**config.mk**
```make
export PLATFORM = sky130hd
export DESIGN_NAME = alu
export DESIGN_NICKNAME = d
export VERILOG_FILES = /design/src/rtl/alu.sv
export SDC_FILE = /design/constraint.sdc
export NUM_CORES = 1
export LEC_CHECK = 0
export ABC_CLOCK_PERIOD_IN_PS = 1700
export BUFFER_PORTS_ARGS = -buffer_cell sky130_fd_sc_hd__buf_2
export CORE_ASPECT_RATIO = 1.1
export CORE_MARGIN = 2
export CORE_UTILIZATION = 60
export CTS_CLUSTER_SIZE = 24
export DETAILED_ROUTE_END_ITERATION = 16
export PLACE_DENSITY = 0.86
export SYNTH_ARGS = -nofsm -noshare
export SYNTH_HDL_FRONTEND = slang
export SYNTH_SLANG_ARGS = --single-unit
```
**constraint.sdc**
```tcl
create_clock -name clk -period 1.7 [get_ports clk]
set_input_delay 0.255 -clock clk [delete_from_list [all_inputs] [get_ports clk]]
set_output_delay 0.255 -clock clk [all_outputs]
set_load 0.05 [all_outputs]
```
**src/rtl/alu.sv**
```systemverilog
// alu: single-cycle 32-bit ALU. The result and flags are computed from a, b and aluop, then registered.
// Ports: clk, rst_n (async low), a/b operands, aluop[3:0]; outputs c[31:0], zero[1:0] {bgtz_taken, is_zero}.
module alu (
    input  logic        clk,
    input  logic        rst_n,
    input  logic [31:0] a,
    input  logic [31:0] b,
    input  logic [3:0]  aluop,
    output logic [31:0] c,
    output logic [1:0]  zero
);

    localparam logic [3:0] OP_ADD  = 4'b0000;
    localparam logic [3:0] OP_SUB  = 4'b0001;
    localparam logic [3:0] OP_AND  = 4'b0010;
    localparam logic [3:0] OP_OR   = 4'b0011;
    localparam logic [3:0] OP_XOR  = 4'b0100;
    localparam logic [3:0] OP_NOR  = 4'b0101;
    localparam logic [3:0] OP_SLL  = 4'b0110;
    localparam logic [3:0] OP_SRL  = 4'b0111;
    localparam logic [3:0] OP_SRA  = 4'b1000;
    localparam logic [3:0] OP_LUI  = 4'b1001;
    localparam logic [3:0] OP_SLT  = 4'b1010;
    localparam logic [3:0] OP_SLTU = 4'b1011;
    localparam logic [3:0] OP_BGTZ = 4'b1100;

    logic [4:0]  w_shamt;
    logic        w_a_pos;
    logic        w_bgtz;
    logic [31:0] w_res;
    logic [1:0]  w_flags;

    logic [31:0] r_c;
    logic [1:0]  r_zero;

    assign w_shamt = b[4:0];
    // Signed a > 0: sign bit clear and not all zero.
    assign w_a_pos = ~a[31] & (|a);
    assign w_bgtz  = (aluop == OP_BGTZ) & w_a_pos;

    always_comb begin
        w_res = 32'd0;
        unique case (aluop)
            OP_ADD:  w_res = a + b;
            OP_SUB:  w_res = a - b;
            OP_AND:  w_res = a & b;
            OP_OR:   w_res = a | b;
            OP_XOR:  w_res = a ^ b;
            OP_NOR:  w_res = ~(a | b);
            OP_SLL:  w_res = a << w_shamt;
            OP_SRL:  w_res = a >> w_shamt;
            OP_SRA:  w_res = $signed(a) >>> w_shamt;
            OP_LUI:  w_res = {b[15:0], 16'h0000};
            OP_SLT:  w_res = {31'd0, $signed(a) < $signed(b)};
            OP_SLTU: w_res = {31'd0, a < b};
            OP_BGTZ: w_res = {31'd0, w_a_pos};
            default: w_res = 32'd0;
        endcase
    end

    assign w_flags = {w_bgtz, (w_res == 32'd0)};

    always_ff @(posedge clk or negedge rst_n) begin
        if (!rst_n) begin
            r_c    <= 32'd0;
            r_zero <= 2'b01;
        end else begin
            r_c    <= w_res;
            r_zero <= w_flags;
        end
    end

    assign c    = r_c;
    assign zero = r_zero;

endmodule

```
==> impl_metrics.py, run 1 <==
metrics = {
    "clock_network": {
        "clockBufferDepth": 2,
        "cts_inserted_buffers": 5,
        "root_buffer": "clkbuf_16",
        "cts_setup_buffers": 76,
        "cts.sinks": 34,
        "htree_levels": 2,
        "postCtsHoldBufs": 0,
        "cts_resized": 329,
    },
    "logic_synthesis": {
        "synth-main-ff-cell": "dfrtp_1",
        "yosysSeqAreaShare_pct": 7.145,
        "ys_types": 102,
        "synth_area_leaders": "ha_1 10%, mux4_2 7.7%, dfrtp_1 6.9%, mux2i_1 6.2%, nand2_1 4.6%",
        "netlist_instances": 1613,
        "synth_warnings": 0,
        "syn_avg_cell_area_um2": 7.393,
        "synth_edf_count": 0,
        "async_flop_share_pct": 100.0,
        "yosysMostFrequentCell": "nand2_1",
        "syn-num-nets": 1785,
        "syn_area_um2": 11930,
        "synth.top_cells.by_count": "145 x nand2_1, 132 x nor2_1, 107 x a21oi_1",
        "synth_top_area_share_pct": 10.49,
        "synth_largest_area_cell": "ha_1",
        "ys_ff_latch": 34,
    },
    "outcome": {
        "error": "[ERROR DPL-0038] Utilization greater than 100%, impossible to legalize",
        "lastStage": "clock tree synthesis",
        "status": "did not finish",
    },
    "die": {
        "rows": 54,
        "start_util_pct": 60.65,
        "ios": 104,
        "die_x_um": 138.4,
        "die_y_um": 151.9,
    },
    "placed_design": {
        "port_buffers": 103,
        "dp.cells": 2476,
        "place_congestion": 1.329,
        "dp_hpwl_um": 58120,
        "placed_cell_area_um2": 17430,
    },
}
-- kinds of logic after synthesis --
group	synth area share [%]
compound gates	32.10
simple gates	22.25
buf+inv	9.317
mux	17.70
fa+ha+maj	10.83
flops	7.145
xor+xnor	0.6610
-- stage by stage --
stage | hold slack, ns | setup slack, ns
floorplan | -0.04059 | -1.794
global placement | 0.3127 | -2.016
detailed placement | 0.3284 | -2.293
==> run 2: changes to the inputs <==
--- a/config.mk
+++ b/config.mk
@@ -7,12 +7,10 @@
 export LEC_CHECK = 0
 export ABC_CLOCK_PERIOD_IN_PS = 1700
 export BUFFER_PORTS_ARGS = -buffer_cell sky130_fd_sc_hd__buf_2
-export CORE_ASPECT_RATIO = 1.1
 export CORE_MARGIN = 2
-export CORE_UTILIZATION = 60
-export CTS_CLUSTER_SIZE = 24
+export CORE_UTILIZATION = 40
 export DETAILED_ROUTE_END_ITERATION = 16
-export PLACE_DENSITY = 0.86
+export PLACE_DENSITY_LB_ADDON = 0.15
 export SYNTH_ARGS = -nofsm -noshare
 export SYNTH_HDL_FRONTEND = slang
 export SYNTH_SLANG_ARGS = --single-unit
==> impl_metrics.py, run 2 <==
metrics = {
    "critical_path": {
        "worstPathCellList": "buf_8 -> inv_6 -> ha_4 -> inv_2 -> fa_2 -> nand2b_4 -> a2111o_1 -> buf_6 -> a2111oi_4 -> o31a_1 -> o21ai_1 -> a31o_2 -> or4b_1 -> nor4_2 -> nand4_1 -> nor3_2",
        "critPathKind": "in2reg",
        "worstPathMaxFanout": 3,
        "crit_path_top_delay_cell": "or4b_1",
        "arrival_ns": 3.73,
        "endpoint_kind": "register",
        "start_kind": "input port",
        "worstPathRequired_ns": 1.91,
        "slowest_delay_ns": 0.55,
    },
    "logic_synthesis": {
        "synth-main-ff-cell": "dfrtp_1",
        "syn-num-nets": 1785,
        "synth_edf_count": 0,
        "ys_types": 102,
        "synth_warnings": 0,
        "yosysMostFrequentCell": "nand2_1",
        "ys_ff_latch": 34,
        "synth_area_leaders": "ha_1 10%, mux4_2 7.7%, dfrtp_1 6.9%, mux2i_1 6.2%, nand2_1 4.6%",
        "synth_largest_area_cell": "ha_1",
        "netlist_instances": 1613,
        "syn_avg_cell_area_um2": 7.393,
        "synth_top_area_share_pct": 10.49,
        "yosysSeqAreaShare_pct": 7.145,
        "syn_area_um2": 11930,
        "synth.top_cells.by_count": "145 x nand2_1, 132 x nor2_1, 107 x a21oi_1",
        "async_flop_share_pct": 100.0,
    },
    "layout": {
        "largest_reg_flops": 32,
        "layout_commonest_cell": "buf_4",
        "final_net_count": 2562,
        "finish.utilization_pct": 72.62,
        "regArea_um2": 852.1,
        "final_cell_mix": "721 x buf_4, 137 x nand2_1, 122 x nor2_1",
        "final_area_um2": 21410,
        "layout.cells.non_filler": 2783,
        "multiInputGateArea_um2": 12010,
        "syn2layout_area_growth_pct": 79.53,
        "drive_gt1_share_pct": 55.21,
        "fill_cells": 2294,
    },
    "die": {
        "die_y_um": 176.7,
        "die_x_um": 176.7,
        "die-area_um2": 31210,
        "coreArea_um2": 29480,
        "start_util_pct": 40.45,
        "rows": 63,
        "ios": 104,
    },
    "outcome": {
        "status": "complete, but fails checks",
        "violations": "setup timing",
    },
    "grt": {
        "grt_max_degree": 35,
        "first_global_vias": 17180,
        "grt_pass1_wl_um": 105900,
        "use_met1_pct": 58.11,
        "grt-ovfl-total": 0,
        "met3_usage_pct": 8.033,
        "grt_util_met2_pct": 69.35,
        "antenna_found_initial": 1,
        "grt-busiest-layer": "met2",
        "track_usage_pct": 45.16,
    },
    "clock_network": {
        "cts_tree": "built",
        "cts.sinks": 34,
        "cts_inserted_buffers": 5,
        "worst_setup_hold_path_clk_slew_ns": 0.06,
        "htree_levels": 2,
        "clockBufferDepth": 2,
        "root_buffer": "clkbuf_16",
    },
    "power_and_ir_drop": {
        "power_density_nw_per_um2": 456.4,
        "vdd_drop_max_mv": 0.3291,
        "power_leakage_nw": 9.757,
    },
    "timing": {
        "finalHoldViolCount": 0,
        "fin_crit_sh_pct": 207.0,
        "rsz0062_at_grt": "yes",
        "worst_pin_slew_ns": 0.9597,
        "holdWs_ns": 0.04425,
        "max_freq_ghz": 0.2841,
        "min_period_ns": 3.519,
        "drv_slew": 0,
        "slew_headroom_pct": 35.19,
        "finalSetupViolations": 34,
        "setup_ws_ns": -1.819,
    },
    "route": {
        "initialDrtViolationCount": 2377,
        "dr.pass1.iters": 7,
        "wl_per_cell_um": 26.90,
        "vias_per_cell": 6.547,
        "vias": 18220,
        "post-route-drc-count": 0,
        "drt-total-wl_um": 74860,
        "drtAntennaViolNets": 0,
    },
    "placed_design": {
        "dp_hpwl_um": 57700,
        "placed_cell_area_um2": 18010,
        "port_buffers": 103,
        "dp.cells": 2667,
        "place_congestion": 1.076,
    },
    "run": {
        "maxCapViolations": 0,
    },
    "worst_hold_path": {
        "hold_class": "in2async",
    },
}
-- run 2: cell counts after synthesis --
Identical to the previous run, type by type.
-- run 2: stage by stage --
stage | TNS [ns] | worst slack [ns] | power [mW]
final | -30.18 | -1.819 | 9.772
after global routing | -30.97 | -1.915 | 10.07
after CTS | -26.21 | -1.673 | 9.030
after detailed placement | -45.30 | -2.533 | 7.177
after global placement | -44.17 | -2.392 | 7.133
after floorplan | -29.18 | -1.794 | 4.103
-- run 2: area by class of cell --
class / instances / area share [%]
Inverter: 106 / 2.121
Tap cell: 390 / 2.279
Multi-Input combinational cell: 1324 / 56.08
Clock buffer: 5 / 0.5844
Sequential cell: 34 / 3.980
Timing Repair Buffer: 919 / 34.74
Antenna cell: 2 / 0.02338
Clock inverter: 3 / 0.1870
-- run 2: how the worst max path moves through the flow --
stage | startpoint | end | slack (ns) | depth (start not counted)
4_1_cts | a[0] | zero[0] | -1.67 | 17
5_1_grt | a[0] | zero[0] | -1.92 | 16
3_3_place_gp | b[4] | zero[0] | -2.39 | 15
3_5_place_dp | a[0] | zero[0] | -2.53 | 16
2_1_floorplan | b[2] | zero[0] | -1.79 | 16
6_report | a[0] | zero[0] | -1.82 | 16
-- run 2: critical path, delay by kind of cell --
family	cells	cell delay (ns)
AOI/OAI and AO/OA	5	1.53
and+or+nand+nor	5	1.22
adders and majority gates	2	0.38
buffers and inverters	4	0.32
-- run 2: logic make-up after synthesis --
| family | count (synthesis) | share of synthesized area (%) |
|---|---|---|
| buf+inv | 255 | 9.317 |
| flops | 34 | 7.145 |
| simple gates | 528 | 22.25 |
| mux | 152 | 17.70 |
| compound gates | 533 | 32.10 |
| fa+ha+maj | 102 | 10.83 |
| xor+xnor | 9 | 0.6610 |
-- run 2: metal layers --
layer	vias to the layer above	wire, um
li1	7726	-
met2	1441	32510
met5	-	0
met4	0	5953
met1	8673	27830
met3	381	8561
-- run 2: what timing repair did --
item,CTS,global route
buffers inserted,77,53
hold buffers,0,0
gates resized for setup,312,204
pin swaps,112,99
gates cloned,5,0
endpoints found under the setup margin,34,33
-- run 2: power breakdown --
part	internal [mW]	total, mW	switching, mW	leakage [nW]
combinational	3.54	7.75	4.21	9.25
clock	0.686	1.06	0.377	0.0836
sequential	0.930	0.955	0.0254	0.420
No activity file was read; power rests on OpenSTA's default activity.
==> run 3: changes to the inputs <==
==> constraint.sdc (replaced) <==
create_clock -name clk -period 1.7 [get_ports clk]
set_input_delay 0.085 -clock clk [delete_from_list [all_inputs] [get_ports clk]]
set_output_delay 0.085 -clock clk [all_outputs]
set_load 0.05 [all_outputs]
==> impl_metrics.py, run 3 (same netlist as run 2, synthesis figures left out) <==
metrics = {
    "outcome": {
        "status": "complete, but fails checks",
        "violations": "setup timing",
    },
    "grt": {
        "grt-ovfl-total": 0,
        "track_usage_pct": 46.33,
        "grt_pass1_wl_um": 108100,
        "first_global_vias": 17550,
        "antenna_found_initial": 0,
        "grt_max_degree": 64,
    },
    "timing": {
        "fin_crit_sh_pct": 195.1,
        "tns_ns": -22.84,
        "min_period_ns": 3.316,
        "setup_ws_ns": -1.616,
        "drv_slew": 0,
        "rsz0062_at_grt": "yes",
        "finalHoldViolCount": 0,
        "worst_pin_slew_ns": 1.117,
        "finalSetupViolations": 33,
        "slew_headroom_pct": 24.48,
        "max_freq_ghz": 0.3015,
    },
    "route": {
        "wl_per_cell_um": 27.01,
        "drtAntennaViolNets": 0,
        "post-route-drc-count": 0,
        "dr.pass1.iters": 6,
        "drt-total-wl_um": 74550,
        "initialDrtViolationCount": 2414,
        "vias_per_cell": 6.480,
        "vias": 17890,
    },
    "placed_design": {
        "place_congestion": 1.122,
        "post-place-ws_ns": -2.216,
        "port_buffers": 103,
        "dp.cells": 2669,
        "dp_hpwl_um": 58640,
    },
    "power_and_ir_drop": {
        "vdd_drop_max_mv": 0.3424,
        "power_leakage_nw": 9.575,
        "power_density_nw_per_um2": 458.1,
    },
    "die": {
        "die_x_um": 176.7,
        "die_y_um": 176.7,
        "die-area_um2": 31210,
        "start_util_pct": 40.45,
        "rows": 63,
        "ios": 104,
        "coreArea_um2": 29480,
    },
    "critical_path": {
        "endpoint_kind": "register",
        "arrival_ns": 3.53,
        "startpoint": "b[0]",
        "worstPathMaxFanout": 3,
        "worstPathRequired_ns": 1.91,
        "critPathKind": "in2reg",
        "start_kind": "input port",
    },
    "clock_network": {
        "cts_tree": "built",
        "clockBufferDepth": 2,
        "worst_setup_hold_path_clk_slew_ns": 0.06,
        "root_buffer": "clkbuf_16",
        "cts.sinks": 34,
        "htree_levels": 2,
        "cts_inserted_buffers": 5,
    },
    "layout": {
        "drive_gt1_share_pct": 52.47,
        "syn2layout_area_growth_pct": 74.66,
        "layout_commonest_cell": "buf_4",
        "finish.utilization_pct": 70.65,
        "fill_cells": 2384,
        "final_cell_mix": "723 x buf_4, 135 x nand2_1, 124 x nor2_1",
        "layout.cells.non_filler": 2760,
        "final_net_count": 2540,
        "largest_reg_flops": 32,
    },
    "worst_hold_path": {
        "hold_class": "in2async",
    },
    "run": {
        "maxCapViolations": 0,
    },
}
## run 3: cell count changes in the layout (fill, tap and decap cells not counted), sizes merged, moves of 2 or more
cell,before,now
bufbuf,3,1
clkbuf,11,8
clkinv,4,2
buf,910,895
## run 3: timing repair
| item | CTS | global route |
|---|---|---|
| buffers inserted | 68 | 29 |
| gates cloned | 4 | 0 |
| setup endpoints to repair | 34 | 33 |
| pin swaps | 98 | 61 |
| hold buffers | 1 | 0 |
| resized for setup | 317 | 94 |
| hold endpoints to repair | 33 | 0 |
## run 3: final cells by class
| cell class | count | area [um^2] | area share, % |
|---|---|---|---|
| Multi-Input combinational cell | 1324 | 11700 | 56.18 |
| Timing Repair Buffer | 897 | 7171 | 34.43 |
| Sequential cell | 34 | 852.1 | 4.091 |
| Tap cell | 390 | 488.0 | 2.343 |
| Inverter | 106 | 447.9 | 2.151 |
| Clock buffer | 8 | 166.4 | 0.7989 |
| Antenna cell | 1 | 2.502 | 0.01201 |
## run 3: worst max-delay path, stage by stage
cell	delay, ns
buf_8	0.11
ha_4	0.15
inv_2	0.05
fa_2	0.22
nand2b_4	0.07
a2111o_1	0.50
buf_6	0.16
a2111oi_4	0.32
buf_4	0.20
o31a_1	0.16
o21ai_1	0.07
a31o_2	0.27
or4b_1	0.52
nor4_2	0.18
nand4_1	0.26
nor3_2	0.21
## run 3: report_power, final
| part | internal, mW | switching [mW] |
|---|---|---|
| clock network | 0.665 | 0.393 |
| logic | 3.41 | 4.12 |
| registers | 0.930 | 0.0272 |
| total | 5.00 | 4.54 |
## run 3: final timing paths
| kind | end | slack (ns) | depth (start not counted) |
|---|---|---|---|
| max in group asynchronous | c[29] | 0.80 | 2 |
| max | zero[0] | -1.62 | 16 |
| min | c[7] | 0.40 | 2 |
| min in group clk | c[2] | 0.51 | 5 |
## run 3: per-stage QoR
stage / instance area (um^2) / hold slack (ns) / power [mW]
after detailed placement: 18040 / 0.2109 / 7.222
final: 20830 / 0.3968 / 9.541
after floorplan: 12340 / -0.2106 / 4.103
after global routing: 20830 / 0.4881 / 9.855
after global placement: 18040 / 0.1914 / 7.160
after CTS: 20300 / 0.4296 / 9.132
## run 3: metal layers
layer  GRT usage, %  wire (um)  vias to the layer above
li1               -          -                     7693
met1          58.44      28540                     8659
met2          72.87      32740                     1194
met3          7.990       7403                      340
met4          30.06       5864                        0
met5              0          0                        -
